`config.mk`:
```
export PLATFORM = sky130hd
export DESIGN_NAME = positprod_to_sumval_es2
export DESIGN_NICKNAME = d
export VERILOG_FILES = /design/src/rtl/posit_defines.sv /design/src/rtl/positprod_to_sumval_es2_fifo.sv /design/src/rtl/positprod_to_sumval_es2.sv
export SDC_FILE = /design/constraint.sdc
export NUM_CORES = 1
export LEC_CHECK = 0
export CAP_MARGIN = 20
export CORE_MARGIN = 2
export CORE_UTILIZATION = 37
export CTS_BUF_LIST = sky130_fd_sc_hd__clkbuf_4 sky130_fd_sc_hd__clkbuf_8
export CTS_CLUSTER_SIZE = 16
export DETAILED_ROUTE_END_ITERATION = 16
export GPL_TIMING_DRIVEN = 1
export PLACE_DENSITY_LB_ADDON = 0.1
export SYNTH_ARGS = -nofsm -noshare
export SYNTH_HDL_FRONTEND = slang
export SYNTH_SLANG_ARGS = --single-unit
```
`constraint.sdc`:
```
create_clock -name clk -period 6.1 [get_ports clk]
set_clock_uncertainty 0.2 [all_clocks]
set_input_delay 1.22 -clock clk [delete_from_list [all_inputs] [get_ports clk]]
set_output_delay 1.22 -clock clk [all_outputs]
set_load 0.1 [all_outputs]
```
`src/rtl/posit_defines.sv`:
```
// Shared widths, serialized value layouts and the round-to-nearest-even helper
// for the ES2 product-to-sum conversion path.
package posit_defines;

    localparam int SBITS = 8;
    localparam int ABITS = 31;
    localparam int MBITS = 56;

    localparam int POSIT_SERIALIZED_WIDTH_PRODUCT_ES2 = 1 + SBITS + MBITS + 2;
    localparam int POSIT_SERIALIZED_WIDTH_SUM_ES2     = 1 + SBITS + ABITS + 2;

    // Product fraction bits below the kept field feed guard and sticky.
    localparam int KEEP_LSB  = MBITS - ABITS;
    localparam int GUARD_BIT = KEEP_LSB - 1;

    localparam logic signed [SBITS-1:0] SCALE_MAX = 8'sd127;

    typedef struct packed {
        logic                    sgn;
        logic signed [SBITS-1:0] scale;
        logic [MBITS-1:0]        fraction;
        logic                    inf;
        logic                    zero;
    } value_product;

    typedef struct packed {
        logic                    sgn;
        logic signed [SBITS-1:0] scale;
        logic [ABITS-1:0]        fraction;
        logic                    inf;
        logic                    zero;
    } value_sum;

    typedef struct packed {
        logic                    sgn;
        logic signed [SBITS-1:0] scale;
        logic [ABITS-1:0]        keep;
        logic                    guard;
        logic                    sticky;
        logic                    inf;
        logic                    zero;
        logic                    in_trunc;
    } stage1_t;

    typedef struct packed {
        value_sum value;
        logic     truncated;
    } sum_entry_t;

    localparam int SUM_ENTRY_W = $bits(sum_entry_t);

    // Round-to-nearest-even of the kept field, with carry into scale and
    // saturation at the top of the scale range.
    function automatic sum_entry_t round_to_sum(input stage1_t s);
        sum_entry_t       r;
        logic             round_up;
        logic [ABITS:0]   inc;
        r        = '0;
        round_up = s.guard & (s.sticky | s.keep[0]);
        inc      = {1'b0, s.keep} + {{ABITS{1'b0}}, round_up};
        if (s.inf) begin
            r.value.inf = 1'b1;
        end else if (s.zero) begin
            r.value.zero = 1'b1;
        end else begin
            r.value.sgn = s.sgn;
            r.truncated = s.in_trunc | s.guard | s.sticky;
            if (inc[ABITS]) begin
                if (s.scale == SCALE_MAX) begin
                    r.value.scale    = SCALE_MAX;
                    r.value.fraction = '1;
                    r.truncated      = 1'b1;
                end else begin
                    r.value.scale    = s.scale + 8'sd1;
                    r.value.fraction = '0;
                end
            end else begin
                r.value.scale    = s.scale;
                r.value.fraction = inc[ABITS-1:0];
            end
        end
        return r;
    endfunction

endpackage

```
`src/rtl/positprod_to_sumval_es2_fifo.sv`:
```
// Synchronous output FIFO with occupancy count; the producer uses the count
// as a credit so a push never lands on a full buffer without a pop.
module sync_fifo_credit #(
    parameter int WIDTH = 8,
    parameter int DEPTH = 4
) (
    input  logic                       clk,
    input  logic                       rst_n,
    input  logic                       push,
    input  logic [WIDTH-1:0]           push_data,
    input  logic                       pop,
    output logic [WIDTH-1:0]           pop_data,
    output logic                       empty,
    output logic [$clog2(DEPTH):0]     count
);

    localparam int PTR_W = $clog2(DEPTH);
    localparam int CNT_W = PTR_W + 1;

    logic [WIDTH-1:0] mem_q [DEPTH];
    logic [PTR_W-1:0] wr_ptr_q, wr_ptr_d;
    logic [PTR_W-1:0] rd_ptr_q, rd_ptr_d;
    logic [CNT_W-1:0] count_q,  count_d;
    logic             pop_ok;

    assign empty    = (count_q == '0);
    assign pop_ok   = pop & ~empty;
    assign pop_data = mem_q[rd_ptr_q];
    assign count    = count_q;

    always_comb begin
        wr_ptr_d = wr_ptr_q;
        rd_ptr_d = rd_ptr_q;
        count_d  = count_q;
        // Power-of-two depth: pointers wrap by natural overflow.
        if (push)   wr_ptr_d = wr_ptr_q + 1'b1;
        if (pop_ok) rd_ptr_d = rd_ptr_q + 1'b1;
        case ({push, pop_ok})
            2'b10:   count_d = count_q + 1'b1;
            2'b01:   count_d = count_q - 1'b1;
            default: count_d = count_q;
        endcase
    end

    always_ff @(posedge clk or negedge rst_n) begin
        if (!rst_n) begin
            wr_ptr_q <= '0;
            rd_ptr_q <= '0;
            count_q  <= '0;
        end else begin
            wr_ptr_q <= wr_ptr_d;
            rd_ptr_q <= rd_ptr_d;
            count_q  <= count_d;
        end
    end

    // NOTE: storage is not reset; entries are only read once count says they were written.
    always_ff @(posedge clk) begin
        if (push) mem_q[wr_ptr_q] <= push_data;
    end

endmodule

```
`src/rtl/positprod_to_sumval_es2.sv`:
```
// Converts a raw ES2 posit product into a rounded sum-width value through a
// two-stage pipeline feeding a credit-managed output FIFO.
module positprod_to_sumval_es2
    import posit_defines::*;
#(
    parameter int FIFO_DEPTH = 4
) (
    input  logic                                          clk,
    input  logic                                          rst_n,
    input  logic [POSIT_SERIALIZED_WIDTH_PRODUCT_ES2-1:0] in,
    input  logic                                          in_truncated,
    input  logic                                          start,
    output logic                                          in_ready,
    output logic [POSIT_SERIALIZED_WIDTH_SUM_ES2-1:0]     result,
    output logic                                          truncated,
    output logic                                          done,
    input  logic                                          out_ready,
    output logic                                          overrun
);

    localparam int CNT_W = $clog2(FIFO_DEPTH) + 1;

    value_product in_val;
    logic         start_clean;
    logic         accept;

    logic         s1_valid_q, s1_valid_d;
    stage1_t      s1_q,       s1_d;
    logic         s2_valid_q, s2_valid_d;
    sum_entry_t   s2_q,       s2_d;
    logic         overrun_q,  overrun_d;

    sum_entry_t   head;
    logic         fifo_empty;
    logic [CNT_W-1:0] fifo_count;
    logic [CNT_W:0]   credit_used;

    assign in_val      = value_product'(in);
    // An X or Z on start must not launch a transaction.
    assign start_clean = (start === 1'b1);

    always_comb begin
        credit_used = {1'b0, fifo_count}
                    + {{CNT_W{1'b0}}, s1_valid_q}
                    + {{CNT_W{1'b0}}, s2_valid_q};
        in_ready    = (credit_used < (CNT_W+1)'(FIFO_DEPTH));
        accept      = start_clean & in_ready;
    end

    always_comb begin
        s1_valid_d     = accept;
        s1_d.sgn       = in_val.sgn;
        s1_d.scale     = in_val.scale;
        s1_d.keep      = in_val.fraction[MBITS-1:KEEP_LSB];
        s1_d.guard     = in_val.fraction[GUARD_BIT];
        s1_d.sticky    = |in_val.fraction[GUARD_BIT-1:0];
        s1_d.inf       = in_val.inf;
        s1_d.zero      = in_val.zero;
        s1_d.in_trunc  = in_truncated;

        s2_valid_d     = s1_valid_q;
        s2_d           = round_to_sum(s1_q);

        overrun_d      = overrun_q | (start_clean & ~in_ready);
    end

    always_ff @(posedge clk or negedge rst_n) begin
        if (!rst_n) begin
            s1_valid_q <= 1'b0;
            s2_valid_q <= 1'b0;
            overrun_q  <= 1'b0;
        end else begin
            s1_valid_q <= s1_valid_d;
            s2_valid_q <= s2_valid_d;
            overrun_q  <= overrun_d;
        end
    end

    // Payload registers are qualified by the valid bits, so they carry no reset.
    always_ff @(posedge clk) begin
        s1_q <= s1_d;
        s2_q <= s2_d;
    end

    sync_fifo_credit #(
        .WIDTH (SUM_ENTRY_W),
        .DEPTH (FIFO_DEPTH)
    ) u_out_fifo (
        .clk       (clk),
        .rst_n     (rst_n),
        .push      (s2_valid_q),
        .push_data (s2_q),
        .pop       (done & out_ready),
        .pop_data  (head),
        .empty     (fifo_empty),
        .count     (fifo_count)
    );

    // Masking the head keeps outputs at zero while nothing valid is buffered.
    always_comb begin
        done      = ~fifo_empty;
        result    = done ? head.value : '0;
        truncated = done & head.truncated;
        overrun   = overrun_q;
    end

endmodule

```
==> qor.yml <==
globalplace.congestion: 0.807
finalInstanceArea_um2: 12500
rrSetupSlack_ns: 3.14
p_per_area_nw_per_um2: 554
cts_buffer_depth: 3
yosys_warnings: 0
ctsResizeCount: 0
area_growth_pct: 25.1
n_fill_cell: 2377
setup_slack_ns: 1.34
synth_cells: 607
r2r_end: "s2_q[23]"
numCtsBuffers: 43
wirelength_mm: 21.5
layout.nets: 833
synthTopCellsByArea: "edfxtp_1 (52%), dfxtp_1 (18%), mux4_2 (9.7%)"
drive_above_1_share_pct: 18.2
antenna_cells: 0
antenna_found_initial: 0
final_common_cell: "edfxtp_1"
internal_power_uw: 3970
die_y_um: 168
crit_arrival_ns: 3.34
synth_fp_nets: 690
max-slew-margin-rel_pct: 34.1
cts_setup_buffers: 0
syn_area_um2: 9970
setup_viol: 0
worst_ep_required_time_ns: 4.68
die_w_um: 168
yosysTopAreaCellShare_pct: 51.8
worstHoldStart: "s1_valid_q"
drtAntennaViolNets: 0
core_um2: 26700
hp-class: "flop to flop"
hold_depth: 0
setup_tns_ns: 0
ys_ff_latch: 270
worstSetupEndpointType: "output port"
cts.htree.levels: 2
ys_seq_area_share_pct: 72.0
clkTransAtPathRegs_ns: 0.06
p_clk_share_pct: 23.4
cp-start-kind: "flop"
ir_drop_v: 0.000316
wl_per_cell_um: 19.1
yosys.area.top_type: "edfxtp_1"
detailed_place_hpwl_mm: 13.3
p_leak_uw: 0.00436
seq_power_share_pct: 33.5
cts.sinks: 270
rows: 60
avgViaCountPerCell: 4.99
route.detailed.drc: 0
vias: 5611
final_cell_mix: "edfxtp_1 (172), clkdlybuf4s50_1 (117), dfxtp_1 (88), clkbuf_8 (49), and2_1 (47)"
tightest_slew_ns: 0.985
multi_input_area_um2: 2630
timing_worst_setup_path_type: "flop to output port"
first_iter_violations: 274
holdPathEnd: "s2_valid_q"
cts_hold_buf: 0
drv_cap: 0
synth_area_per_cell_um2: 16.4
die_area_um2: 28300
crit_fanout: 32
initial_core_util_pct: 37.3
comb_power_share_pct: 43.0
grt_pass1_wl_mm: 33.6
slew_violations: 0
grt-ovfl-total: 0
outcome: "completed"
track_usage_pct: 15.6
max_freq_mhz: 210
area.sequential_um2: 7180
rsz0062_at_grt: "no"
cts_root_buffer: "clkbuf_8"
place_area_um2: 11500
first_pass_iters: 4
tritoncts: "done"
rr_worst_depth: 8
period_share_pct: 78.0
clkLatencyLatePin_ns: 0.55
p_sw_share_pct: 42.5
io_buffer_count: 117
pre_cts_slack_ns: 1.79
regToRegStartpoint: "s1_q[3]"
period_needed_ns: 4.76
finalHoldViolCount: 0
synth_cell_type_count: 42
io_pins: 118
grt_max_degree: 46
power.net_switching_uw: 2940
grt_pass1_vias: 6038
[stage by stage]
step / utilization, % / hold WS (ns) / power (uW) / instances
global placement: 43.1 / 0.160 / 5350 / 1045
detailed placement: 43.2 / 0.166 / 5380 / 1046
CTS: 46.7 / 0.180 / 7020 / 1125
floorplan: - / 0.154 / 4630 / 607
global route: 46.7 / 0.202 / 7200 / 1125
finish: 46.7 / 0.176 / 6920 / 1125
[area by class of cell]
type	count	share of cell area (%)
multi-input cells	298	21.1
clock inverters	8	0.762
repair buffers	126	10.1
flip-flops and latches	270	57.6
inverters	11	0.331
clock buffers	71	6.73
well taps	341	3.42
[registers in the layout (all words and copies together), names as in the netlist]
name / count
s2_q: 43
s2_valid_q: 1
overrun: 1
u_out_fifo.wr_ptr_q: 2
s1_valid_q: 1
u_out_fifo.mem_q: 172
u_out_fifo.count: 3
s1_q: 45
u_out_fifo.rd_ptr_q: 2
[critical path: stages (launching register included)]
cell             delay (ns)
dfrtp_2                0.92
buf_4                  0.38
mux4_2                 0.22
and2_1                 0.15
clkdlybuf4s50_1        1.13
[synthesized netlist by cell type, drive strengths merged]
cell type	n
nor2	19
dfxtp	88
edfxtp	172
nand2	17
nor3	14
nor4bb	1
xor2	15
ha	10
a31oi	6
dfrtp	10
buf	13
fa	1
a21oi	26
or2	1
o221a	2
nor4	11
o21bai	1
and2	51
and3	11
a41o	1
mux4	43
clkbuf	15
or4	3
nor2b	1
a211oi	4
nand4	7
nand3	17
xnor2	9
a41oi	1
mux2i	3
o21ai	6
or3	3
a31o	1
and4	11
o21a	2
inv	11
[power groups by stage]
stage          Combinational (uW)  Clock (uW)  Sequential (uW)
2_1_floorplan                2370           0             2270
3_3_place_gp                 3000           0             2350
3_5_place_dp                 3020           0             2370
4_1_cts                      3020        1670             2330
5_1_grt                      3100        1750             2350
6_report                     2980        1620             2320
[cells by family after synthesis]
family / Yosys count / synth area share [%]
AOI/OAI and AO/OA: 50 / 3.10
and+or+nand+nor: 167 / 9.66
buffers and inverters: 39 / 1.68
xor gates and xnor gates: 24 / 2.11
DFF: 270 / 72.0
muxes: 46 / 10.0
adders and majority gates: 11 / 1.46
[per-layer routing]
layer,up-vias,part of all wire [%],GRT usage [%],wire length (um)
met2,150,48,25.8,10300
met4,0,2.5,5.73,537
met3,47,4.4,3.15,935
met1,2803,45,20.5,9670
met5,-,0,0,0
li1,2611,-,-,-
[worst max path at each step]
stage                           startpoint          to  slack, ns  cells past startpoint
floorplan              u_out_fifo.count[0]  result[32]       2.14                      4
global placement    u_out_fifo.rd_ptr_q[1]   result[3]       1.81                      4
detailed placement  u_out_fifo.rd_ptr_q[1]   result[3]       1.79                      4
CTS                 u_out_fifo.rd_ptr_q[1]   result[3]       1.21                      4
global route        u_out_fifo.rd_ptr_q[0]  result[28]       1.14                      4
finish              u_out_fifo.rd_ptr_q[1]   result[3]       1.34                      4
No activity file was read; power rests on OpenSTA's default activity.
